File: config.mk
export PLATFORM = sky130hd
export DESIGN_NAME = if_fetch_stage_flat
export DESIGN_NICKNAME = d
export VERILOG_FILES = /design/src/rtl/if_fetch_stage_if.sv /design/src/rtl/if_fetch_stage.sv /design/src/flat_wrapper.sv
export SDC_FILE = /design/constraint.sdc
export NUM_CORES = 1
export LEC_CHECK = 0
export CAP_MARGIN = 40
export CORE_UTILIZATION = 55
export DETAILED_ROUTE_END_ITERATION = 8
export DONT_BUFFER_PORTS = 1
export PLACE_DENSITY = 0.7
export SLEW_MARGIN = 10
export SYNTH_ARGS = -nofsm -noshare
export SYNTH_HDL_FRONTEND = slang
export SYNTH_SLANG_ARGS = --single-unit
File: constraint.sdc
create_clock -name clk_i -period 2.31 [get_ports clk_i]
set_clock_uncertainty 0.05 [all_clocks]
set_input_delay 0.3465 -clock clk_i [delete_from_list [all_inputs] [get_ports clk_i]]
set_output_delay 0.3465 -clock clk_i [all_outputs]
set_load 0.01 [all_outputs]
File: src/rtl/if_fetch_stage_if.sv
// Instruction-cache request/response bundle between the fetch stage (master)
// and the instruction cache (slave); request and response are independent handshakes.
interface if_fetch_stage_if #(
    parameter int ADDR_W  = 16,
    parameter int INSTR_W = 32
);
    logic               icache_req_o;
    logic [ADDR_W-1:0]  icache_addr_o;
    logic               icache_ready_i;
    logic               icache_valid_i;
    logic [INSTR_W-1:0] icache_rdata_i;

    modport master (
        output icache_req_o,
        output icache_addr_o,
        input  icache_ready_i,
        input  icache_valid_i,
        input  icache_rdata_i
    );

    modport slave (
        input  icache_req_o,
        input  icache_addr_o,
        output icache_ready_i,
        output icache_valid_i,
        output icache_rdata_i
    );
endinterface

File: src/rtl/if_fetch_stage.sv
// RV32I instruction-fetch stage: owns the PC, keeps one i-cache read in flight
// and drives the IF/ID register, honouring decode stalls and execute redirects.
module if_fetch_stage #(
    parameter int                 ADDR_W    = 16,
    parameter int                 INSTR_W   = 32,
    parameter logic [ADDR_W-1:0]  RESET_PC  = '0,
    parameter logic [INSTR_W-1:0] NOP_INSTR = 32'h0000_0013
) (
    input  logic               clk_i,
    input  logic               rst_ni,
    input  logic               stall_i,
    input  logic               redirect_i,
    input  logic [ADDR_W-1:0]  redirect_pc_i,
    if_fetch_stage_if.master   icache,
    output logic               if_valid_o,
    output logic [ADDR_W-1:0]  if_pc_o,
    output logic [ADDR_W-1:0]  if_pc4_o,
    output logic [INSTR_W-1:0] if_instr_o,
    output logic               fetch_busy_o,
    output logic [1:0]         dbg_state_o
);

    // Handshake: a request is accepted on a rising edge where icache_req_o and
    // icache_ready_i are both 1; the answer is the first later edge with icache_valid_i=1.
    typedef enum logic [1:0] {
        S_REQ  = 2'd0,
        S_WAIT = 2'd1,
        S_HOLD = 2'd2,
        S_DROP = 2'd3
    } state_e;

    state_e             state_q, state_d;
    logic [ADDR_W-1:0]  pc_q, pc_d;
    logic [INSTR_W-1:0] hold_q, hold_d;
    logic               valid_q, valid_d;
    logic [ADDR_W-1:0]  if_pc_q, if_pc_d;
    logic [ADDR_W-1:0]  if_pc4_q, if_pc4_d;
    logic [INSTR_W-1:0] instr_q, instr_d;

    logic               load;
    logic [INSTR_W-1:0] load_instr;
    logic [ADDR_W-1:0]  pc_plus4;

    assign pc_plus4 = pc_q + ADDR_W'(4);

    always_ff @(posedge clk_i or negedge rst_ni) begin
        if (!rst_ni) begin
            state_q  <= S_REQ;
            pc_q     <= RESET_PC;
            hold_q   <= '0;
            valid_q  <= 1'b0;
            if_pc_q  <= '0;
            if_pc4_q <= '0;
            instr_q  <= NOP_INSTR;
        end else begin
            state_q  <= state_d;
            pc_q     <= pc_d;
            hold_q   <= hold_d;
            valid_q  <= valid_d;
            if_pc_q  <= if_pc_d;
            if_pc4_q <= if_pc4_d;
            instr_q  <= instr_d;
        end
    end

    always_comb begin
        state_d    = state_q;
        pc_d       = pc_q;
        hold_d     = hold_q;
        valid_d    = stall_i ? valid_q : 1'b0;
        if_pc_d    = if_pc_q;
        if_pc4_d   = if_pc4_q;
        instr_d    = instr_q;
        load       = 1'b0;
        load_instr = '0;

        if (redirect_i) begin
            // Flush beats stall; a read still in flight must be swallowed in DROP.
            pc_d    = {redirect_pc_i[ADDR_W-1:2], 2'b00};
            valid_d = 1'b0;
            instr_d = NOP_INSTR;
            hold_d  = '0;
            if ((state_q == S_WAIT || state_q == S_DROP) && !icache.icache_valid_i) begin
                state_d = S_DROP;
            end else begin
                state_d = S_REQ;
            end
        end else begin
            case (state_q)
                S_REQ: begin
                    if (icache.icache_ready_i) state_d = S_WAIT;
                end
                S_WAIT: begin
                    if (icache.icache_valid_i) begin
                        if (stall_i) begin
                            hold_d  = icache.icache_rdata_i;
                            state_d = S_HOLD;
                        end else begin
                            load       = 1'b1;
                            load_instr = icache.icache_rdata_i;
                            state_d    = S_REQ;
                        end
                    end
                end
                S_HOLD: begin
                    if (!stall_i) begin
                        load       = 1'b1;
                        load_instr = hold_q;
                        state_d    = S_REQ;
                    end
                end
                S_DROP: begin
                    if (icache.icache_valid_i) state_d = S_REQ;
                end
                default: state_d = S_REQ;
            endcase

            if (load) begin
                if_pc_d  = pc_q;
                if_pc4_d = pc_plus4;
                instr_d  = load_instr;
                valid_d  = 1'b1;
                pc_d     = pc_plus4;
            end
        end
    end

    assign icache.icache_req_o  = (state_q == S_REQ) && rst_ni && !redirect_i;
    assign icache.icache_addr_o = pc_q;

    assign if_valid_o   = valid_q;
    assign if_pc_o      = if_pc_q;
    assign if_pc4_o     = if_pc4_q;
    assign if_instr_o   = instr_q;
    assign fetch_busy_o = (state_q == S_WAIT) || (state_q == S_DROP);
    assign dbg_state_o  = state_q;

endmodule

File: src/flat_wrapper.sv
// flat-port wrapper written by rule: the top's interface ports become plain ports
module if_fetch_stage_flat 
#(
    parameter int                 ADDR_W    = 16,
    parameter int                 INSTR_W   = 32,
    parameter logic [ADDR_W-1:0]  RESET_PC  = '0,
    parameter logic [INSTR_W-1:0] NOP_INSTR = 32'h0000_0013
)
  (clk_i, rst_ni, stall_i, redirect_i, redirect_pc_i, if_valid_o, if_pc_o, if_pc4_o, if_instr_o, fetch_busy_o, dbg_state_o, icache_icache_req_o, icache_icache_addr_o, icache_icache_ready_i, icache_icache_valid_i, icache_icache_rdata_i);
  if_fetch_stage_if #(.ADDR_W(ADDR_W), .INSTR_W(INSTR_W)) icache_i ();
  input  logic clk_i;
  input  logic rst_ni;
  input  logic stall_i;
  input  logic redirect_i;
  input  logic [ADDR_W-1:0] redirect_pc_i;
  output logic if_valid_o;
  output logic [ADDR_W-1:0] if_pc_o;
  output logic [ADDR_W-1:0] if_pc4_o;
  output logic [INSTR_W-1:0] if_instr_o;
  output logic fetch_busy_o;
  output logic [1:0] dbg_state_o;
  output wire logic [$bits(icache_i.icache_req_o)-1:0] icache_icache_req_o;
  output wire logic [$bits(icache_i.icache_addr_o)-1:0] icache_icache_addr_o;
  input wire logic [$bits(icache_i.icache_ready_i)-1:0] icache_icache_ready_i;
  input wire logic [$bits(icache_i.icache_valid_i)-1:0] icache_icache_valid_i;
  input wire logic [$bits(icache_i.icache_rdata_i)-1:0] icache_icache_rdata_i;
  assign icache_icache_req_o = icache_i.icache_req_o;
  assign icache_icache_addr_o = icache_i.icache_addr_o;
  assign icache_i.icache_ready_i = icache_icache_ready_i;
  assign icache_i.icache_valid_i = icache_icache_valid_i;
  assign icache_i.icache_rdata_i = icache_icache_rdata_i;
  if_fetch_stage #(.ADDR_W(ADDR_W), .INSTR_W(INSTR_W), .RESET_PC(RESET_PC), .NOP_INSTR(NOP_INSTR)) u_core (.clk_i(clk_i), .rst_ni(rst_ni), .stall_i(stall_i), .redirect_i(redirect_i), .redirect_pc_i(redirect_pc_i), .icache(icache_i), .if_valid_o(if_valid_o), .if_pc_o(if_pc_o), .if_pc4_o(if_pc4_o), .if_instr_o(if_instr_o), .fetch_busy_o(fetch_busy_o), .dbg_state_o(dbg_state_o));
endmodule
==> impl_metrics.yaml <==
outcome:
  status: "complete, but fails checks"
  violations: "DRC, hold timing"
die:
  core_area_mm2: 0.00881
  initial_core_util_pct: 57.6
  dieArea_mm2: 0.00961
  die_h_um: 98.0
  die_w_um: 98.0
  rows: 34
  pin_count: 139
clocking:
  postCtsSetupRepairBufs: 0
  cts_tree: "built"
  clockRootBuffer: "clkbuf_8"
  max-clock-path-buffers: 2
  htree_levels: 3
  cts_buffers: 9
  insertion_delay_ns: 0.37
  cts_hold_buf: 1
  clock_sinks: 109
  clk_transition_reported_paths_ns: 0.11
hold_path:
  hp-class: "input port to async pin"
routing:
  drcViolationCount: 13
  ant_nets: 0
  wirelength_mm: 12.4
  drtIter0Drc: 229
  first_pass_iters: 6
  vias: 3936
  via_per_inst: 6.03
  wire_per_inst_um: 19.0
yosys:
  synth-edff-count: 0
  synthCells: 550
  yosys.area.top_type: "dfrtp_1"
  avgSynthCellArea_um2: 9.22
  synth-seq-cells: 109
  ys_top_cells_by_area: "dfrtp_1 52%, nand2_1 10%, a221oi_1 5.5%"
  yosysMostFrequentCell: "nand2_1"
  synthArstFlopShare_pct: 100
  ys_dominant_reg_cell: "dfrtp_1"
  synthTopCellsByCount: "136 x nand2_1, 106 x dfrtp_1, 41 x nor2_1"
  synth_seq_area_share_pct: 53.9
  yosysWarnings: 0
  netlist_area_mm2: 0.00507
  synth_cell_types: 46
  synthDominantCellAreaShare_pct: 52.3
global_routing:
  overflow: 0
  antenna_found_initial: 0
  grt_pass1_wl_mm: 20.1
  grt_pass1_vias: 4016
  grt_max_degree: 111
  track_usage_pct: 26.5
timing:
  tightestPinTransition_ns: 0.591
  finalSetupViolCount: 0
  rsz0062_at_grt: "false"
  maxSlewHeadroom_pct: 60.6
  slew_violations: 0
  fmax_mhz: 467
  min_period_ns: 2.14
  finalHoldViolCount: 109
  hold_ws_ns: -0.384
  period_share_pct: 92.8
  finalSetupTns_ns: 0
critical_path:
  path_class: "register to register"
  end_kind: "register"
  cp_max_fo: 12
  start_kind: "register"
  required_ns: 2.55
  worst_ep_arrival_time_ns: 2.38
flow_run:
  cap_violations: 0
placement:
  routabilityCongestion: 0.821
  port_buffers: 0
  place_area_mm2: 0.00518
  dp_hpwl_mm: 8.14
layout:
  areaGrowthSynthToFinish_pct: 6.84
  nNetsFinal: 601
  drive_above_1_share_pct: 10.1
  antenna_cells: 0
  fillers: 785
  stdcell_area_mm2: 0.00542
pwr:
  p_leak_nw: 2.35
  p_total_w: 0.00563
  cellPowerDensity_mw_per_mm2: 1040
  ir_drop_uv: 563
metal layers:
layer  wire length, µm  GRT usage, %
met1              4970          33.7
met2              6070          42.8
met3              1260          9.02
met4               140          8.04
met5                 0             0
metrics by stage:
stage	utilization, %	worst slack, ns	std cells
after floorplan	-	0.228	555
after detailed placement	58.8	0.0847	636
final	61.5	0.167	653
after global placement	58.8	0.132	636
after CTS	61.3	0.0834	652
after global routing	61.5	0.0219	653
registers in the layout, summed over array words and instances (netlist names):
register	flops
u_core.dbg_state_o	2
u_core.icache.icache_addr_o	14
u_core.if_instr_o	32
u_core.if_valid_o	1
u_core.if_pc_o	14
u_core.if_pc4_o	14
u_core.hold_q	32
worst max-delay path, stage by stage (launching register included):
cell and delay (ns):
dfrtp_1 0.39, inv_1 0.13, ha_1 0.23, a21oi_1 0.09
buf_4 0.21, or3_1 0.34, or4_4 0.53, o211ai_1 0.10
cells in the final DEF (no fill, tap or decap), drive strengths merged, types with 2 or more instances in the layout:
| cell type | netlist | layout |
|---|---|---|
| ha | 6 | 6 |
| mux2i | 2 | 2 |
| nand2 | 136 | 136 |
| nor4 | 6 | 6 |
| dfrtp | 106 | 106 |
| dfstp | 3 | 3 |
| clkbuf | 30 | 9 |
| nand4 | 3 | 3 |
| nand2b | 4 | 4 |
| clkinvlp | 0 | 2 |
| nor2b | 3 | 3 |
| xor2 | 2 | 2 |
| buf | 22 | 26 |
| nand3b | 2 | 2 |
| or3b | 2 | 2 |
| o41ai | 2 | 2 |
| o21ai | 25 | 25 |
| a221oi | 32 | 32 |
| xnor2 | 15 | 15 |
| or3 | 2 | 2 |
| conb | 1 | 6 |
| nand3 | 5 | 5 |
| nor3b | 2 | 2 |
| or2 | 3 | 3 |
| a21oi | 35 | 35 |
| and3 | 2 | 2 |
| nor2 | 42 | 43 |
| nor3 | 37 | 37 |
| a22oi | 5 | 5 |
| a31oi | 3 | 3 |
| inv | 5 | 7 |
area by class of cell:
| cell class | instances | area (µm²) | share of cell area, % |
|---|---|---|---|
| inverter | 5 | 18.8 | 0.347 |
| clock buffer | 9 | 124 | 2.29 |
| tap | 108 | 135 | 2.49 |
| sequential | 109 | 2730 | 50.4 |
| clock inverter | 6 | 70.1 | 1.29 |
| multi-input combinational | 390 | 2120 | 39.1 |
| timing repair buffer | 26 | 219 | 4.04 |
final timing paths:
| kind | startpoint | end | slack [ns] | depth (start not counted) |
|---|---|---|---|---|
| worst max-delay path | u_core.dbg_state_o[1] | u_core.if_pc4_o[15] | 0.17 | 7 |
| worst min-delay path | rst_ni | u_core.if_pc4_o[3] | -0.38 | 0 |
| worst max register to register | u_core.dbg_state_o[1] | u_core.if_pc4_o[15] | 0.17 | 7 |
| worst min register to register | u_core.hold_q[4] | u_core.hold_q[4] | 0.48 | 2 |
| max in group asynchronous | rst_ni | u_core.if_instr_o[1] | 2.39 | 0 |
| min in group clk_i | icache_icache_rdata_i[2] | u_core.hold_q[2] | 0.04 | 2 |
power breakdown:
group	switching, W	internal [W]	leakage, nW
Combinational	0.00102	0.000564	0.826
Sequential	0.000504	0.00238	1.43
Clock	0.000663	0.000506	0.0936
timing repair:
| item | in CTS | in global routing |
|---|---|---|
| setup endpoints to repair | 0 | 20 |
| endpoints found under the hold margin | 171 | 109 |
| resized for setup | 0 | 2 |
cell families after synthesis:
group	count (synthesis)	share of synthesized area, %
flip-flops	109	53.9
adder cells (fa/ha/maj)	6	1.48
buffers and inverters	57	5.03
AND/OR/NAND/NOR	252	22.6
multiplexers	2	0.395
XOR/XNOR	17	2.94
AO/OA/AOI/OAI	106	13.6
other	1	0.0740
Power figures use the tool's default switching activity.
